==> src/rtl/inst_prefetch_buffer.sv <==
// inst_prefetch_buffer: tagged instruction prefetch FIFO in front of the SPI RAM controller
module inst_prefetch_buffer #(
  parameter int          DEPTH     = 4,
  parameter logic [15:0] ADDR_STEP = 16'd1
) (
  input  logic        clk,
  input  logic        rst_n,
  input  logic        enable,
  input  logic        fetch_req,
  input  logic [15:0] fetch_addr,
  output logic        fetch_valid,
  output logic [15:0] fetch_data,
  output logic        fetch_pending,
  output logic [15:0] ram_addr,
  output logic        ram_start_read,
  input  logic [15:0] ram_data_out,
  input  logic        ram_busy,
  output logic [2:0]  level
);
  typedef enum logic [1:0] {IDLE, ISSUE, SKIP, WAIT} state_t;
  state_t      state_q, state_d;
  logic [15:0] tag_q [DEPTH];
  logic [15:0] tag_d [DEPTH];
  logic [15:0] data_q [DEPTH];
  logic [15:0] data_d [DEPTH];
  logic [3:0]  level_q, level_d, popn;
  logic [15:0] next_addr_q, next_addr_d, ram_addr_q, ram_addr_d;
  logic [15:0] addr_q, addr_d, fetch_data_q, fetch_data_d, eff_addr, hit_data;
  logic        pending_q, pending_d, fetch_valid_q, fetch_valid_d, discard_q, discard_d;
  logic        inflight, done, active, hit, hold, flush, push, issue;
  // A fresh request is looked up in its own cycle so hits return the next cycle
  always_comb begin
    inflight = state_q != IDLE;
    done     = state_q == WAIT && !ram_busy;
    active   = pending_q || fetch_req;
    eff_addr = pending_q ? addr_q : fetch_addr;
    hit      = 1'b0;
    popn     = '0;
    hit_data = '0;
    for (int i = DEPTH - 1; i >= 0; i--)
      if (active && 4'(i) < level_q && tag_q[i] == eff_addr) begin
        hit      = 1'b1;
        popn     = 4'(i + 1);
        hit_data = data_q[i];
      end
    hold  = active && !hit && level_q == 0 &&
            ((inflight && !discard_q && ram_addr_q == eff_addr) || next_addr_q == eff_addr);
    flush = active && !hit && !hold;
    push  = done && !discard_q && !flush;
    issue = state_q == IDLE && enable && (flush || level_q < 4'(DEPTH));
    state_d = state_q == IDLE  ? (issue ? ISSUE : IDLE) :
              state_q == ISSUE ? SKIP :
              state_q == SKIP  ? WAIT : (done ? IDLE : WAIT);
    ram_addr_d    = issue ? (flush ? eff_addr : next_addr_q) : ram_addr_q;
    next_addr_d   = issue ? ram_addr_d + ADDR_STEP : (flush ? eff_addr : next_addr_q);
    discard_d     = !done && (discard_q || (flush && inflight));
    pending_d     = active && !hit;
    addr_d        = active ? eff_addr : addr_q;
    fetch_valid_d = hit;
    fetch_data_d  = hit ? hit_data : fetch_data_q;
    level_d       = flush ? '0 : level_q - popn + {3'b0, push};
    for (int i = 0; i < DEPTH; i++) begin
      tag_d[i]  = tag_q[i];
      data_d[i] = data_q[i];
      for (int j = 0; j < DEPTH; j++)
        if (j == i + int'(popn)) begin
          tag_d[i]  = tag_q[j];
          data_d[i] = data_q[j];
        end
      if (push && i == int'(level_q) - int'(popn)) begin
        tag_d[i]  = ram_addr_q;
        data_d[i] = ram_data_out;
      end
    end
  end
  // Control and status registers with synchronous active-low reset
  always_ff @(posedge clk)
    if (!rst_n) begin
      state_q       <= IDLE;
      level_q       <= '0;
      next_addr_q   <= '0;
      ram_addr_q    <= '0;
      addr_q        <= '0;
      fetch_data_q  <= '0;
      pending_q     <= 1'b0;
      fetch_valid_q <= 1'b0;
      discard_q     <= 1'b0;
    end else begin
      state_q       <= state_d;
      level_q       <= level_d;
      next_addr_q   <= next_addr_d;
      ram_addr_q    <= ram_addr_d;
      addr_q        <= addr_d;
      fetch_data_q  <= fetch_data_d;
      pending_q     <= pending_d;
      fetch_valid_q <= fetch_valid_d;
      discard_q     <= discard_d;
    end
  // Entry storage needs no reset; level_q alone marks valid entries
  always_ff @(posedge clk) begin
    tag_q  <= tag_d;
    data_q <= data_d;
  end
  assign fetch_valid    = fetch_valid_q;
  assign fetch_data     = fetch_data_q;
  assign fetch_pending  = pending_q;
  assign ram_addr       = ram_addr_q;
  assign ram_start_read = state_q == ISSUE && rst_n;
  assign level          = level_q[2:0];
  a_no_req_while_pending: assert property (@(posedge clk) disable iff (!rst_n) !(fetch_req && pending_q));
endmodule

==> config.mk <==
export PLATFORM = sky130hd
export DESIGN_NAME = inst_prefetch_buffer
export DESIGN_NICKNAME = d
export VERILOG_FILES = /design/src/rtl/inst_prefetch_buffer.sv
export SDC_FILE = /design/constraint.sdc
export NUM_CORES = 1
export LEC_CHECK = 0
export ABC_AREA = 0
export ABC_CLOCK_PERIOD_IN_PS = 9100
export BUFFER_PORTS_ARGS = -buffer_cell sky130_fd_sc_hd__buf_2
export CORE_MARGIN = 2
export CORE_UTILIZATION = 60
export CTS_CLUSTER_SIZE = 30
export DETAILED_ROUTE_END_ITERATION = 16
export PLACE_DENSITY = 0.79
export SKIP_LAST_GASP = 1
export SLEW_MARGIN = 15
export SYNTH_ARGS = -nofsm -noshare
export SYNTH_HDL_FRONTEND = slang
export SYNTH_SLANG_ARGS = --single-unit
==> constraint.sdc <==
create_clock -name clk -period 9.1 [get_ports clk]
set_input_delay 1.82 -clock clk [delete_from_list [all_inputs] [get_ports clk]]
set_output_delay 1.82 -clock clk [all_outputs]
set_load 0.01 [all_outputs]
==> qor.txt <==
vias per std cell = 6.45
count of port buffers added during placement = 74
register area share after synthesis = 0.426
CP arrival = 7.48 ns
Yosys reg bits = 201
Slew Limit Fails = 0
Finished Core Util = 0.673
Post-synth ARST share = 0
Final setup viols = 0
Initial Utilization = 0.613
Die Wd = 148 um
diodes inserted = 0
Final Hold Vio Count = 0
pin count of the biggest net entering global routing = 108
DRC viols = 0
max-cap violations = 0
top cell type's share of synthesized area = 0.309
Final period util = 0.795
VDD IR max = 140 uV
P_leak = 5.04 nW
vias in the first global route = 10100
class of the most critical hold timing path = reg2reg
grt peak-use layer = met2
Root Buffer = clkbuf_16
GPL Wtd Cong = 0.940
top cells by area in the synthesized netlist = edfxtp_1 31%, dfxtp_1 12%, nand2_1 8.4%, mux2i_1 5.7%, xnor2_1 5.6%
Top FF cell, synth = edfxtp_1
Yosys top cell by area = edfxtp_1
RSZ-0062 raised after global routing = false
Worst-Skew Late Latency = 0.52 ns
setup tns final = 0 ns
CP endpoint kind = register
TritonCTS clock tree = built
post-route ant nets = 0
Syn Area/Cell = 9.09 um2
num rows = 52
hold path startpoint = addr_q[2]
hold_buf cts = 0
Setup crit start = fetch_addr[13]
DR WL/cell = 20.8 um
postcts setup bufs = 0
power per cell area = 158 nW/um2
final wirelength = 35000 um
worst-margin pin slew = 1.20 ns
total track usage = 0.313
skew final = 0.00870 ns
Core Box Area = 20300 um2
total CTS buffers = 23
antenna violations before repair = 0
met3 usage = 0.0426
Nets = 1442
IO Pins = 75
Yosys cell types = 69
GRT met1 Usage = 0.444
grt ovf = 0
placed cell area = 12900 um2
P&R area growth vs syn = 9.69%
Post-Layout Cell Count = 1678
layout cells sized above 1 = 0.126
Max Fclk = 138 MHz
first-pass GRT wire length = 54700 um
DPL Wire Length = 22800 um
Setup Crit Path Kind = in2reg
Tmin final = 7.24 ns
H-tree levels = 1
DIE AREA = 21900 um2
synthesized cell area = 12400 um2
clk sinks = 201
post-synthesis cell count = 1370
Post-synth EDFFs = 128
Required @ worst endpoint = 9.34 ns
post-route cell area = 13700 um2
cts repair resizes = 0
via count = 10800
deepest clock path buffer count = 3
Worst Setup Slack, final = 1.86 ns
DP Cell Count = 1637
CP Max Fanout = 64
Die Height = 148 um
RR Startpoint = fetch_pending
Iter 0 DRT Violations = 1057
met2 Track Usage GR = 0.496
relative slew slack = 0.201
1st-pass router iterations = 6
Ys Warns = 0
Worst-path clk slew = 0.06 ns
status = complete, no violations
Synth Net Count = 1420
Setup WS pre-CTS = 1.51 ns
Startpoint Class = input port
[synthesized netlist by cell type (25+ instances only)]
library cell / number
xnor2_1: 80
clkbuf_1: 59
dfxtp_1: 73
mux2i_1: 71
nand3_1: 82
a21oi_1: 51
xor2_1: 25
mux2_1: 45
edfxtp_1: 128
nand2_1: 278
nor2_1: 62
o21ai_0: 102
o21ai_1: 63
[metrics by stage]
| step | total power, mW | hold slack [ns] |
|---|---|---|
| after global routing | 2.21 | 0.555 |
| final | 2.16 | 0.499 |
| after floorplan | 1.18 | 0.478 |
| after detailed placement | 1.25 | 0.495 |
| after global placement | 1.25 | 0.491 |
| after CTS | 2.15 | 0.503 |
[registers in the layout, summed over array words and instances (netlist names)]
register       flops
data_q            64
tag_q             64
addr_q            16
fetch_data        16
next_addr_q       16
ram_addr          16
level_q            4
state_q            2
discard_q          1
fetch_pending      1
fetch_valid        1
[cell type report]
class                   count  area [um2]
clock buffers              30         622
repair buffers             96         536
clock inverters            11         109
well taps                 270         338
flip-flops and latches    201        5310
fillers                  1641        6640
inverters                  17        63.8
multi-input cells        1053        6680
[metal layers]
| metal | wire length, um | part of all wire | vias to the layer above |
|---|---|---|---|
| li1 | - | - | 4906 |
| met1 | 14200 | 0.41 | 5164 |
| met2 | 15900 | 0.45 | 646 |
| met3 | 3650 | 0.10 | 103 |
| met4 | 1270 | 0.036 | 0 |
| met5 | 0 | 0 | - |
[worst paths after layout]
kind | slack (ns) | end | depth (start not counted)
max reg2reg | 2.17 | tag_q[42] | 17
min | 0.50 | addr_q[2] | 2
max | 1.86 | tag_q[42] | 18
min reg2reg | 0.50 | addr_q[2] | 2
[kinds of logic after synthesis]
family                   after synthesis  synth area share
AND/OR/NAND/NOR                      521             0.190
AO/OA/AOI/OAI                        278             0.128
flip-flops                           201             0.426
multiplexers                         136             0.125
buffers and inverters                116            0.0418
XOR/XNOR                             105            0.0739
adder cells (fa/ha/maj)               13            0.0149
[cells in the final DEF (no fill, tap or decap), types with 45 or more instances in the layout]
cell type and count:
nand3_1 82, xnor2_1 80, o21ai_0 102, dfxtp_1 72, edfxtp_1 128, o21ai_1 63
nor2_1 62, a21oi_1 51, mux2_1 45, nand2_1 278, buf_2 74, mux2i_1 71
[where the power goes]
group          total (mW)  internal, mW  switching [mW]  leakage [nW]
Clock               0.916         0.537           0.379         0.361
Combinational       0.221        0.0885           0.133          2.93
Sequential           1.02         0.980          0.0378          1.75
Total                2.15          1.61           0.550          5.04
[critical path: stages]
cell and delay, ns:
buf_2 0.11, mux2i_2 0.58, xnor2_1 0.18, nor3_1 0.53
nand2_1 0.10, or3_1 0.44, and3_1 0.41, and2_1 0.59
fa_1 0.59, xor2_1 0.15, o32a_1 0.29, nor2_1 0.09
a41oi_1 0.07, a2111oi_4 0.35, and2b_1 0.22, and2b_2 0.17
buf_4 0.55, o21ai_1 0.17
Power figures use the tool's default switching activity.
